## src/rtl/bp_cfg_loader.sv

```systemverilog
// -----------------------------------------------------------------------------
// bp_cfg_loader
//
// Boot-time configuration sequencer for a multicore build. A start pulse
// captures the domain id and the cache/CCE modes, then the block walks the
// per-tile config bus in three phases:
//   FREEZE   : addr 0x0000 <= 1 for cores 0..N-1
//   CONFIG   : for each core, addr 0x0004..0x0014 <= core id, did, I$ mode,
//              D$ mode, CCE mode
//   UNFREEZE : addr 0x0000 <= 0 for cores 0..N-1
// That makes exactly 7*N writes per run. Writes use a valid/ready handshake:
// a write retires on a cycle with cfg_v_o & cfg_ready_i, and all cfg_*
// outputs hold while the bus stalls.
//
// Ports
//   clk_i          clock, all state updates on the rising edge
//   reset_i        synchronous active-high reset (aborts a run)
//   start_i        begin a run; honoured only in IDLE or DONE
//   did_i          domain id, captured at start
//   icache_mode_i  I$ mode, captured at start
//   dcache_mode_i  D$ mode, captured at start
//   cce_mode_i     CCE mode, captured at start
//   cfg_v_o        config write valid
//   cfg_core_o     target core of the write
//   cfg_addr_o     config register address
//   cfg_data_o     write data, zero-extended
//   cfg_ready_i    bus accepts the write this cycle
//   busy_o         run in progress
//   done_o         last run completed
// -----------------------------------------------------------------------------
module bp_cfg_loader #(
    parameter int num_core_p         = 1,
    parameter int cfg_addr_width_p   = 16,
    parameter int cfg_data_width_p   = 32,
    parameter int io_noc_did_width_p = 3,
    localparam int lg_num_core       = (num_core_p > 1) ? $clog2(num_core_p) : 1
) (
    input  logic                          clk_i,
    input  logic                          reset_i,
    input  logic                          start_i,
    input  logic [io_noc_did_width_p-1:0] did_i,
    input  logic [1:0]                    icache_mode_i,
    input  logic [1:0]                    dcache_mode_i,
    input  logic                          cce_mode_i,
    output logic                          cfg_v_o,
    output logic [lg_num_core-1:0]        cfg_core_o,
    output logic [cfg_addr_width_p-1:0]   cfg_addr_o,
    output logic [cfg_data_width_p-1:0]   cfg_data_o,
    input  logic                          cfg_ready_i,
    output logic                          busy_o,
    output logic                          done_o
);

    typedef enum logic [2:0] {
        S_IDLE     = 3'd0,
        S_FREEZE   = 3'd1,
        S_CONFIG   = 3'd2,
        S_UNFREEZE = 3'd3,
        S_DONE     = 3'd4
    } state_e;

    localparam logic [lg_num_core-1:0] last_core  = lg_num_core'(num_core_p - 1);
    localparam logic [2:0]             last_field = 3'd4;

    localparam logic [cfg_addr_width_p-1:0] freeze_addr = cfg_addr_width_p'(16'h0000);
    localparam logic [cfg_data_width_p-1:0] data_one    = cfg_data_width_p'(1'b1);
    localparam logic [cfg_data_width_p-1:0] data_zero   = cfg_data_width_p'(1'b0);

    state_e                          state_r;
    logic [lg_num_core-1:0]          core_cnt_r;
    logic [2:0]                      field_cnt_r;
    logic [io_noc_did_width_p-1:0]   did_r;
    logic [1:0]                      icache_mode_r;
    logic [1:0]                      dcache_mode_r;
    logic                            cce_mode_r;

    logic                            retire_s;
    logic [lg_num_core-1:0]          core_next_s;
    logic [2:0]                      field_next_s;

    // Register address of CONFIG field f: 0x0004 + 4*f.
    function automatic logic [cfg_addr_width_p-1:0] field_addr(input logic [2:0] field);
        return cfg_addr_width_p'({field + 3'd1, 2'b00});
    endfunction

    // Write data for CONFIG field f of a given core, taken from the values
    // captured at start so a whole run uses one consistent set.
    function automatic logic [cfg_data_width_p-1:0] field_data(
        input logic [2:0]             field,
        input logic [lg_num_core-1:0] core
    );
        logic [cfg_data_width_p-1:0] val;
        case (field)
            3'd0:    val = cfg_data_width_p'(core);
            3'd1:    val = cfg_data_width_p'(did_r);
            3'd2:    val = cfg_data_width_p'(icache_mode_r);
            3'd3:    val = cfg_data_width_p'(dcache_mode_r);
            3'd4:    val = cfg_data_width_p'(cce_mode_r);
            default: val = data_zero;
        endcase
        return val;
    endfunction

    // Only a retiring write moves the sequence forward.
    assign retire_s     = cfg_v_o & cfg_ready_i;
    assign core_next_s  = core_cnt_r + lg_num_core'(1);
    assign field_next_s = field_cnt_r + 3'd1;

    // Sequencer FSM: state, counters, captured fields and all registered outputs.
    // The outputs always present the write selected by the counters, so each
    // retire loads the following write in the same edge.
    always_ff @(posedge clk_i) begin
        if (reset_i) begin
            state_r       <= S_IDLE;
            core_cnt_r    <= '0;
            field_cnt_r   <= 3'd0;
            did_r         <= '0;
            icache_mode_r <= 2'd0;
            dcache_mode_r <= 2'd0;
            cce_mode_r    <= 1'b0;
            cfg_v_o       <= 1'b0;
            cfg_core_o    <= '0;
            cfg_addr_o    <= '0;
            cfg_data_o    <= '0;
            busy_o        <= 1'b0;
            done_o        <= 1'b0;
        end else begin
            case (state_r)
                S_IDLE, S_DONE: begin
                    if (start_i) begin
                        did_r         <= did_i;
                        icache_mode_r <= icache_mode_i;
                        dcache_mode_r <= dcache_mode_i;
                        cce_mode_r    <= cce_mode_i;
                        core_cnt_r    <= '0;
                        field_cnt_r   <= 3'd0;
                        state_r       <= S_FREEZE;
                        // First freeze write goes out on the very next cycle.
                        cfg_v_o       <= 1'b1;
                        cfg_core_o    <= '0;
                        cfg_addr_o    <= freeze_addr;
                        cfg_data_o    <= data_one;
                        busy_o        <= 1'b1;
                        done_o        <= 1'b0;
                    end
                end

                S_FREEZE: begin
                    if (retire_s) begin
                        if (core_cnt_r == last_core) begin
                            state_r     <= S_CONFIG;
                            core_cnt_r  <= '0;
                            field_cnt_r <= 3'd0;
                            cfg_core_o  <= '0;
                            cfg_addr_o  <= field_addr(3'd0);
                            cfg_data_o  <= field_data(3'd0, '0);
                        end else begin
                            core_cnt_r  <= core_next_s;
                            cfg_core_o  <= core_next_s;
                            cfg_addr_o  <= freeze_addr;
                            cfg_data_o  <= data_one;
                        end
                    end
                end

                S_CONFIG: begin
                    if (retire_s) begin
                        if (field_cnt_r == last_field) begin
                            field_cnt_r <= 3'd0;
                            if (core_cnt_r == last_core) begin
                                state_r    <= S_UNFREEZE;
                                core_cnt_r <= '0;
                                cfg_core_o <= '0;
                                cfg_addr_o <= freeze_addr;
                                cfg_data_o <= data_zero;
                            end else begin
                                core_cnt_r <= core_next_s;
                                cfg_core_o <= core_next_s;
                                cfg_addr_o <= field_addr(3'd0);
                                cfg_data_o <= field_data(3'd0, core_next_s);
                            end
                        end else begin
                            field_cnt_r <= field_next_s;
                            cfg_addr_o  <= field_addr(field_next_s);
                            cfg_data_o  <= field_data(field_next_s, core_cnt_r);
                        end
                    end
                end

                S_UNFREEZE: begin
                    if (retire_s) begin
                        if (core_cnt_r == last_core) begin
                            state_r    <= S_DONE;
                            core_cnt_r <= '0;
                            cfg_v_o    <= 1'b0;
                            cfg_core_o <= '0;
                            cfg_addr_o <= '0;
                            cfg_data_o <= '0;
                            busy_o     <= 1'b0;
                            done_o     <= 1'b1;
                        end else begin
                            core_cnt_r <= core_next_s;
                            cfg_core_o <= core_next_s;
                            cfg_addr_o <= freeze_addr;
                            cfg_data_o <= data_zero;
                        end
                    end
                end

                default: begin
                    // Unreachable encoding: fall back to a quiet IDLE.
                    state_r     <= S_IDLE;
                    core_cnt_r  <= '0;
                    field_cnt_r <= 3'd0;
                    cfg_v_o     <= 1'b0;
                    cfg_core_o  <= '0;
                    cfg_addr_o  <= '0;
                    cfg_data_o  <= '0;
                    busy_o      <= 1'b0;
                    done_o      <= 1'b0;
                end
            endcase
        end
    end

endmodule

```

## config.mk

```make
export PLATFORM = sky130hd
export DESIGN_NAME = bp_cfg_loader
export DESIGN_NICKNAME = d
export VERILOG_FILES = /design/src/rtl/bp_cfg_loader.sv
export SDC_FILE = /design/constraint.sdc
export NUM_CORES = 1
export LEC_CHECK = 0
export ABC_AREA = 1
export BUFFER_PORTS_ARGS = -buffer_cell sky130_fd_sc_hd__buf_2
export CAP_MARGIN = 0
export CORE_UTILIZATION = 45
export CTS_BUF_LIST = sky130_fd_sc_hd__clkbuf_8
export DETAILED_ROUTE_END_ITERATION = 8
export HOLD_SLACK_MARGIN = 0.1
export PLACE_DENSITY_LB_ADDON = 0.25
export SLEW_MARGIN = 10
export SYNTH_ARGS = -nofsm -noshare
export SYNTH_HDL_FRONTEND = slang
export SYNTH_SLANG_ARGS = --single-unit
```

## constraint.sdc

```tcl
create_clock -name clk_i -period 1.99 [get_ports clk_i]
set_input_delay 0.0995 -clock clk_i [delete_from_list [all_inputs] [get_ports clk_i]]
set_output_delay 0.0995 -clock clk_i [all_outputs]
set_load 0.03 [all_outputs]
```

# After elaboration in Yosys (flattened, before gate mapping)
# Index checks and enable logic that the tools add are counted.
# W data, S select, Z words.
totals:
  reg_bits: 65
  in_bits: 12
op_classes:
  reduce_logical: 11
  bitwise_logic: 3
  eq_ne: 18
  n_mux: 45
  addsub: 3
ops:
  columns: ["op", "n"]
  rows:
  - ["$mux W32", 5]
  - ["$pmux W32 S4", 1]
  - ["$mux W16", 5]
  - ["$pmux W16 S4", 1]
  - ["$mux W3", 15]
  - ["$pmux W3 S4", 2]
  - ["$ne A2 B2 Y1 const B", 8]
  - ["$pmux W3 S5", 1]
  - ["$eq A3 B2 Y1 const B", 4]
  - ["$mux W1", 12]
  - ["$reduce_and A4 Y1", 3]
  - ["$eq A3 B3 Y1 const B", 3]
  - ["$pmux W1 S3", 3]
  - ["$reduce_and A8 Y1", 1]
  - ["$add A3 B1 Y3 const B", 2]
  - ["$eq A3 B1 Y1 const B", 2]
  - ["$logic_not A3 Y1", 2]
  - ["$reduce_or A2 Y1", 3]
  - ["$reduce_and A5 Y1", 1]
  - ["$ne A2 B1 Y1 const B", 1]
  - ["$not A1 Y1", 2]
  - ["$reduce_and A2 Y1", 1]
  - ["$add A1 B1 Y1 const B", 1]
  - ["$and A1 B1 Y1", 1]

# Longest topological paths before layout
# Gate-level depths: netlist of the first run.
logic_depth:
  word_depth: 6
  ltp_mapped: 11

# Least setup slack after synthesis of the first run
# No wires, ideal clock.
synth_timing:
  path_type: "reg-to-reg"
  startpoint: "register field_cnt_r[0]"
  endpoint: "register cfg_data_o[0]"
  arrival_ps: 1481
  slack_ps: 375
  path_buffers: 0
  required_time_ps: 1856
  stages_incl_launch_ff: 12
  setup_time_ps: 134
  cell_sequence: "dfxtp_1 > ha_1 > ha_1 > ha_1 > nand2_1 > nand2_1 > inv_1 > nand3_1 > nand3_1 > nand2_1 > nand2_1 > a21oi_1"
synth_between:
  elab_chain_len: 6
  elab_cells_between_ends: 11
  cone_classes: "add/sub (1); eq/ne (5); mux (4); reduce/logical (1)"
synth_lines:
  columns: ["element", "line_no", "text"]
  rows:
  - ["start, declared", "71", "logic [2:0] field_cnt_r;"]
  - ["start signal, assigned", "183", "field_cnt_r <= field_next_s;"]
  - ["$add A3 B1 Y3", "107", "assign field_next_s = field_cnt_r + 3'd1;"]
  - ["$eq A3 B3 Y1 (tied with other cells)", "93", "case (field)"]
  - ["$pmux W3 S5", "93", null]
  - ["$mux W32 *", "168", "if (field_cnt_r == last_field) begin"]
  - ["$mux W32 *", "167", "if (retire_s) begin"]
  - ["$pmux W32 S4 *", "128", "case (state_r)"]
  - ["end signal, assigned", "142", "cfg_data_o <= data_one;"]
  - ["end signal, assigned", "175", "cfg_data_o <= data_zero;"]
  - ["end signal, assigned", "180", "cfg_data_o <= field_data(3'd0, core_next_s);"]
  - ["end, declared", "48", "output logic [cfg_data_width_p-1:0] cfg_data_o,"]
# Every way passes the cells marked *; elsewhere a longest branch is shown, timed or not. The select of a mux whose other input is x is not followed.
# A chain may end at the register's enable or synchronous reset.

# Worst setup path after layout of the first run
# Ends and elaborated chain as after synthesis.

==> impl_metrics.env, run 1 <==
export IMPL_clockBufferDepth=2
export IMPL_min_path_type="input pin to flop"
export IMPL_max_cap_viol_count=0
export IMPL_start_kind="flop"
export IMPL_crit_family="adder cells"
export IMPL_cts_tree="built"
export IMPL_grt_pass1_wl_um=4220
export IMPL_period_share_pct=85.3
export IMPL_status="complete, no violations"
export IMPL_totalWireLength_um=2580
export IMPL_vias=1142
export IMPL_postSynthCellCount=204
export IMPL_path_clk_slew_ps=80
export IMPL_r2r_slack_ps=290
export IMPL_rsz0062_at_grt="no"
export IMPL_die_h_um=59.0
export IMPL_grt_total_usage_pct=16.0
export IMPL_drtIter0Drc=45
export IMPL_cp_slowest_cell="ha_1"
export IMPL_endpoint_kind="flop"
export IMPL_synth_seq_cells=22
export IMPL_cts_setup_buffers=0
export IMPL_ys_types=23
export IMPL_post_route_util_pct=50.6
export IMPL_drc=0
export IMPL_start_util_pct=47.5
export IMPL_syn_mean_instance_area_um2=7.16
export IMPL_crit_path_max_incr_delay_ps=360
export IMPL_avgViaCountPerCell=4.17
export IMPL_die_w_um=59.0
export IMPL_crit_fanout=6
export IMPL_dp_hpwl_um=1910
export IMPL_h_tree_depth=1
export IMPL_finalSetupTns_ps=0
export IMPL_worst_setup_path_type="flop to flop"
export IMPL_overflow=0
export IMPL_cts_sink_count=22
export IMPL_globalplace_congestion=0.870
export IMPL_drive_gt1_share_pct=16.5
export IMPL_die_area_um2=3480
export IMPL_cp_cell_sequence="ha_1, ha_1, ha_1, nand2_1, nand2_1, inv_1, nand3_1, nand3_1, nand2_1, nand2_1, a21oi_1"
export IMPL_ant_nets=0
export IMPL_syn_area_um2=1460
export IMPL_wire_per_inst_um=9.41
export IMPL_seq_area_frac_synth_pct=30.1
export IMPL_synthToLayoutAreaGrowth_pct=6.51
export IMPL_fp_coreArea_um2=3080
export IMPL_ys_warn_count=0
export IMPL_pin_count=64
export IMPL_port_buffers=20
export IMPL_path_common_cell="nand2_1"
export IMPL_grt_pass1_vias=968
export IMPL_ctsResizeCount=0
export IMPL_grt_max_degree=13
export IMPL_peakVddDrop_mv=0.703
export IMPL_power_density_nw_per_um2=1200
export IMPL_arrival_ps=1850
export IMPL_crit_buf_inv=1
export IMPL_grt_antenna_before_repair=0
export IMPL_fmax_mhz=589
export IMPL_clockRootBuffer="clkbuf_8"
export IMPL_leakage_uw=0.000768
export IMPL_finClkSkew_ps=4.41
export IMPL_power_uw=1870
export IMPL_period_needed_ps=1700
export IMPL_worstPathRequired_ps=2140
export IMPL_n_antenna_cell=0
export IMPL_numCtsBuffers=3
export IMPL_setup_viol=0
export IMPL_slew_violations=0
export IMPL_drt_first_pass_iters=4
export IMPL_fp_row_count=20
export IMPL_finalNetCount=251
export IMPL_insertion_delay_ps=260
export IMPL_hold_viol=0
==> kinds of logic (layout without fill, tap and decap cells) <==
group	after synthesis	count (layout)	synth area share [%]
AND/OR/NAND/NOR	76	76	21.7
AO/OA/AOI/OAI	31	31	12.2
adder cells (fa/ha/maj)	8	8	7.36
other	1	43	0.257
buffers and inverters	66	50	28.3
flip-flops	22	22	30.1
==> state kept, by name (all words and copies together), names as in the netlist <==
name,cells
cfg_data_o,3
field_cnt_r,3
icache_mode_r,2
did_r,3
cfg_addr_o,3
done_o,1
busy_o,1
dcache_mode_r,2
cce_mode_r,1
state_r,3
==> power by group <==
part / internal, µW / switching, µW
registers: 552 / 69.7
clock network: 176 / 144
logic: 257 / 669
total: 985 / 883
==> layer usage <==
| layer | wire, µm | up-vias | global-route usage, % | share of wire, % |
|---|---|---|---|---|
| met5 | 0 | - | 0 | 0 |
| met4 | 12 | 0 | 3.06 | 0.47 |
| met3 | 124 | 2 | 3.93 | 4.8 |
| met2 | 1230 | 35 | 26.8 | 48 |
| met1 | 1210 | 501 | 20.9 | 47 |
| li1 | - | 604 | - | - |
==> stage by stage <==
step           hold slack [ps]  cells  setup WS, ps  area [µm²]
2_1_floorplan              169    246           375        1620
3_3_place_gp               326    263           322        1430
3_5_place_dp               333    263           291        1430
4_1_cts                    116    274           277        1560
5_1_grt                    165    274           143        1560
6_report                   123    274           293        1560
==> path summary, 6_finish.rpt <==
| path | start | endpoint | depth (start not counted) |
|---|---|---|---|
| worst max-delay path | field_cnt_r[0] | cfg_data_o[0] | 11 |
| worst min-delay path | icache_mode_i[1] | icache_mode_r[1] | 3 |
| worst max register to register | field_cnt_r[0] | cfg_data_o[0] | 11 |
| worst min register to register | done_o | done_o | 2 |
==> tightest hold or removal path: stages <==
cell and delay (ps):
buf_2 80, o21ai_0 70, a21oi_1 110
==> final cells by class <==
type                            count  area [µm²]
Inverter                           19        71.3
Sequential cell                    22         440
Timing Repair Buffer               27         170
Tap cell                           44        55.1
Clock buffer                        4        55.1
Fill cell                         324        1520
Multi-Input combinational cell    158         764
==> synthesized netlist by cell type <==
cell,instances,area (µm²)
a21boi_4,1,18.8
a21oi_1,14,70.1
a21oi_2,1,8.76
buf_2,1,5.00
buf_4,44,330
clkbuf_1,2,7.51
conb_1,1,3.75
dfxtp_1,22,440
fa_1,1,20.0
ha_1,7,87.6
inv_1,14,52.6
inv_2,5,18.8
nand2_1,36,135
nand2_2,2,12.5
nand3_1,6,30.0
nand3_2,1,10.0
nand4_1,2,12.5
nor2_1,26,97.6
nor2_2,3,18.8
o21a_1,1,7.51
o21ai_0,10,50.1
o21ai_1,3,15.0
o21ai_2,1,8.76
==> layout by cell type (no fill, tap or decap) <==
cell,instances
buf_2,20
ha_1,7
a21boi_4,1
inv_2,5
o21a_1,1
a21oi_1,14
o21ai_2,1
o21ai_0,10
nand2_2,2
nand2_1,36
fa_1,1
clkbuf_8,4
dfxtp_1,22
nand3_2,1
nor2_2,3
a21oi_2,1
o21ai_1,3
nand4_1,2
conb_1,43
nand3_1,6
nor2_1,26
dlygate4sd3_1,7
inv_1,14
==> timing repair <==
item,CTS,global route
endpoints found under the hold margin,7,0
setup endpoints to repair,0,0
hold buffers,7,0
No activity file was read; power rests on OpenSTA's default activity.
==> run 2: changes to the inputs <==
--- a/config.mk
+++ b/config.mk
@@ -12,7 +12,7 @@
 export CTS_BUF_LIST = sky130_fd_sc_hd__clkbuf_8
 export DETAILED_ROUTE_END_ITERATION = 8
 export HOLD_SLACK_MARGIN = 0.1
-export PLACE_DENSITY_LB_ADDON = 0.25
+export PLACE_DENSITY = 0.77
 export SLEW_MARGIN = 10
 export SYNTH_ARGS = -nofsm -noshare
 export SYNTH_HDL_FRONTEND = slang
==> impl_metrics.env, run 2 (synthesized netlist as in run 1, its figures left out) <==
export IMPL_clkPwrFrac_pct=21.1
export IMPL_vias=1166
export IMPL_finalSetupTns_ps=0
export IMPL_fp_row_count=20
export IMPL_grt_antenna_before_repair=0
export IMPL_drc=0
export IMPL_grt_pass1_wl_um=4080
export IMPL_pin_count=64
export IMPL_start_kind="flop"
export IMPL_max_cap_viol_count=0
export IMPL_start_util_pct=47.5
export IMPL_r2r_slack_ps=300
export IMPL_rsz0062_at_grt="no"
export IMPL_clockRootBuffer="clkbuf_8"
export IMPL_crit_fanout=6
export IMPL_synthToLayoutAreaGrowth_pct=7.62
export IMPL_globalplace_congestion=0.836
export IMPL_peakVddDrop_mv=0.631
export IMPL_rr_endpoint="cfg_data_o[0]"
export IMPL_final_setup_worst_slack_ps=298
export IMPL_setup_viol=0
export IMPL_cts_sink_count=22
export IMPL_worstPathRequired_ps=2140
export IMPL_insertion_delay_ps=260
export IMPL_p_int_uw=1080
export IMPL_slew_violations=0
export IMPL_path_common_cell="nand2_1"
export IMPL_avgViaCountPerCell=4.26
export IMPL_p_switching_uw=872
export IMPL_finClkSkew_ps=3.77
export IMPL_totalWireLength_um=2420
export IMPL_combPwrFrac_pct=47.1
export IMPL_hold_start="icache_mode_i[1]"
export IMPL_endpoint_kind="flop"
export IMPL_cp_cell_sequence="ha_1, ha_1, ha_1, nand2_1, nand2_1, inv_1, nand3_1, nand3_1, nand2_1, nand2_1, a21oi_1"
export IMPL_hold_depth=3
export IMPL_drive_gt1_share_pct=16.5
export IMPL_fillers=321
export IMPL_clockBufferDepth=2
export IMPL_status="complete, no violations"
export IMPL_whs_ps=121
export IMPL_pwr_share_seq_pct=31.8
export IMPL_wire_per_inst_um=8.82
export IMPL_period_needed_ps=1690
export IMPL_dp_hpwl_um=1830
export IMPL_port_buffers=20
export IMPL_grt_pass1_vias=948
export IMPL_leakage_uw=0.000775
export IMPL_power_uw=1950
export IMPL_mostFrequentLayoutCell="conb_1"
export IMPL_worst_setup_path_type="flop to flop"
export IMPL_cts_tree="built"
export IMPL_arrival_ps=1840
export IMPL_sw_frac_of_total_pct=44.7
export IMPL_grt_max_degree=14
export IMPL_numCtsBuffers=3
export IMPL_ant_nets=0
export IMPL_pre_cts_ws_ps=293
export IMPL_crit_path_max_incr_delay_ps=350
export IMPL_power_density_nw_per_um2=1240
export IMPL_fp_coreArea_um2=3080
export IMPL_path_clk_slew_ps=80
export IMPL_overflow=0
export IMPL_die_area_um2=3480
export IMPL_regToRegStartpoint="field_cnt_r[0]"
export IMPL_die_h_um=59.0
export IMPL_ff2ff_path_depth=11
export IMPL_die_w_um=59.0
export IMPL_cp_slowest_cell="ha_1"
export IMPL_period_share_pct=85.0
export IMPL_drt_first_pass_iters=4
export IMPL_hold_viol=0
export IMPL_min_path_type="input pin to flop"
export IMPL_finalNetCount=251
export IMPL_post_route_util_pct=51.1
export IMPL_h_tree_depth=1
export IMPL_n_antenna_cell=0
export IMPL_final_cell_mix="conb_1, nand2_1, nor2_1"
export IMPL_drtIter0Drc=48
export IMPL_fmax_mhz=591
export IMPL_grt_total_usage_pct=15.4
export IMPL_min_to="icache_mode_r[1]"
-- run 2: per-stage QoR --
stage          cell area (µm²)  instances
6_report                  1570        274
5_1_grt                   1570        274
4_1_cts                   1570        274
3_5_place_dp              1430        263
3_3_place_gp              1430        263
2_1_floorplan             1620        246
-- run 2: power by group through the flow --
stage               Clock [µW]  Sequential [µW]  Combinational, µW
floorplan                    0              693                731
global placement             0              630                896
detailed placement           0              630                907
CTS                        422              621                920
global route               432              641               1040
finish                     412              620                917
-- run 2: critical path, delay by kind of cell, from the launching register on --
family / cells / cell delay [ps]
adders and majority gates: 3 / 810
buffers and inverters: 1 / 40
and+or+nand+nor: 6 / 350
DFF: 1 / 340
AOI/OAI and AO/OA: 1 / 50
-- run 2: final cells by class --
cell class / instances / area (µm²) / area share [%]
clock inverters: 1 / 30.0 / 1.91
inverters: 19 / 71.3 / 4.53
multi-input cells: 158 / 764 / 48.6
clock buffers: 3 / 41.3 / 2.63
well taps: 44 / 55.1 / 3.50
flip-flops and latches: 22 / 440 / 28.0
repair buffers: 27 / 170 / 10.8
-- run 2: what timing repair did --
item / CTS / global route
setup buffers: 0 / 0
resized for setup: 0 / 0
hold buffers: 7 / 0
endpoints found under the hold margin: 7 / 0
-- run 2: how the worst max path moves through the flow --
stage                   start             to  slack, ps
4_1_cts        field_cnt_r[0]  cfg_data_o[0]        280
2_1_floorplan  field_cnt_r[0]  cfg_data_o[0]        380
6_report       field_cnt_r[0]  cfg_data_o[0]        300
3_3_place_gp   field_cnt_r[0]  cfg_data_o[0]        330
3_5_place_dp   field_cnt_r[0]  cfg_data_o[0]        290
5_1_grt        field_cnt_r[0]  cfg_data_o[0]         90
-- run 2: routing by layer --
| metal | track usage (%) | share of wire [%] |
|---|---|---|
| met5 | 0 | 0 |
| met4 | 4.08 | 0.74 |
| met3 | 4.59 | 5.3 |
| met2 | 25.2 | 49 |
| met1 | 19.7 | 45 |
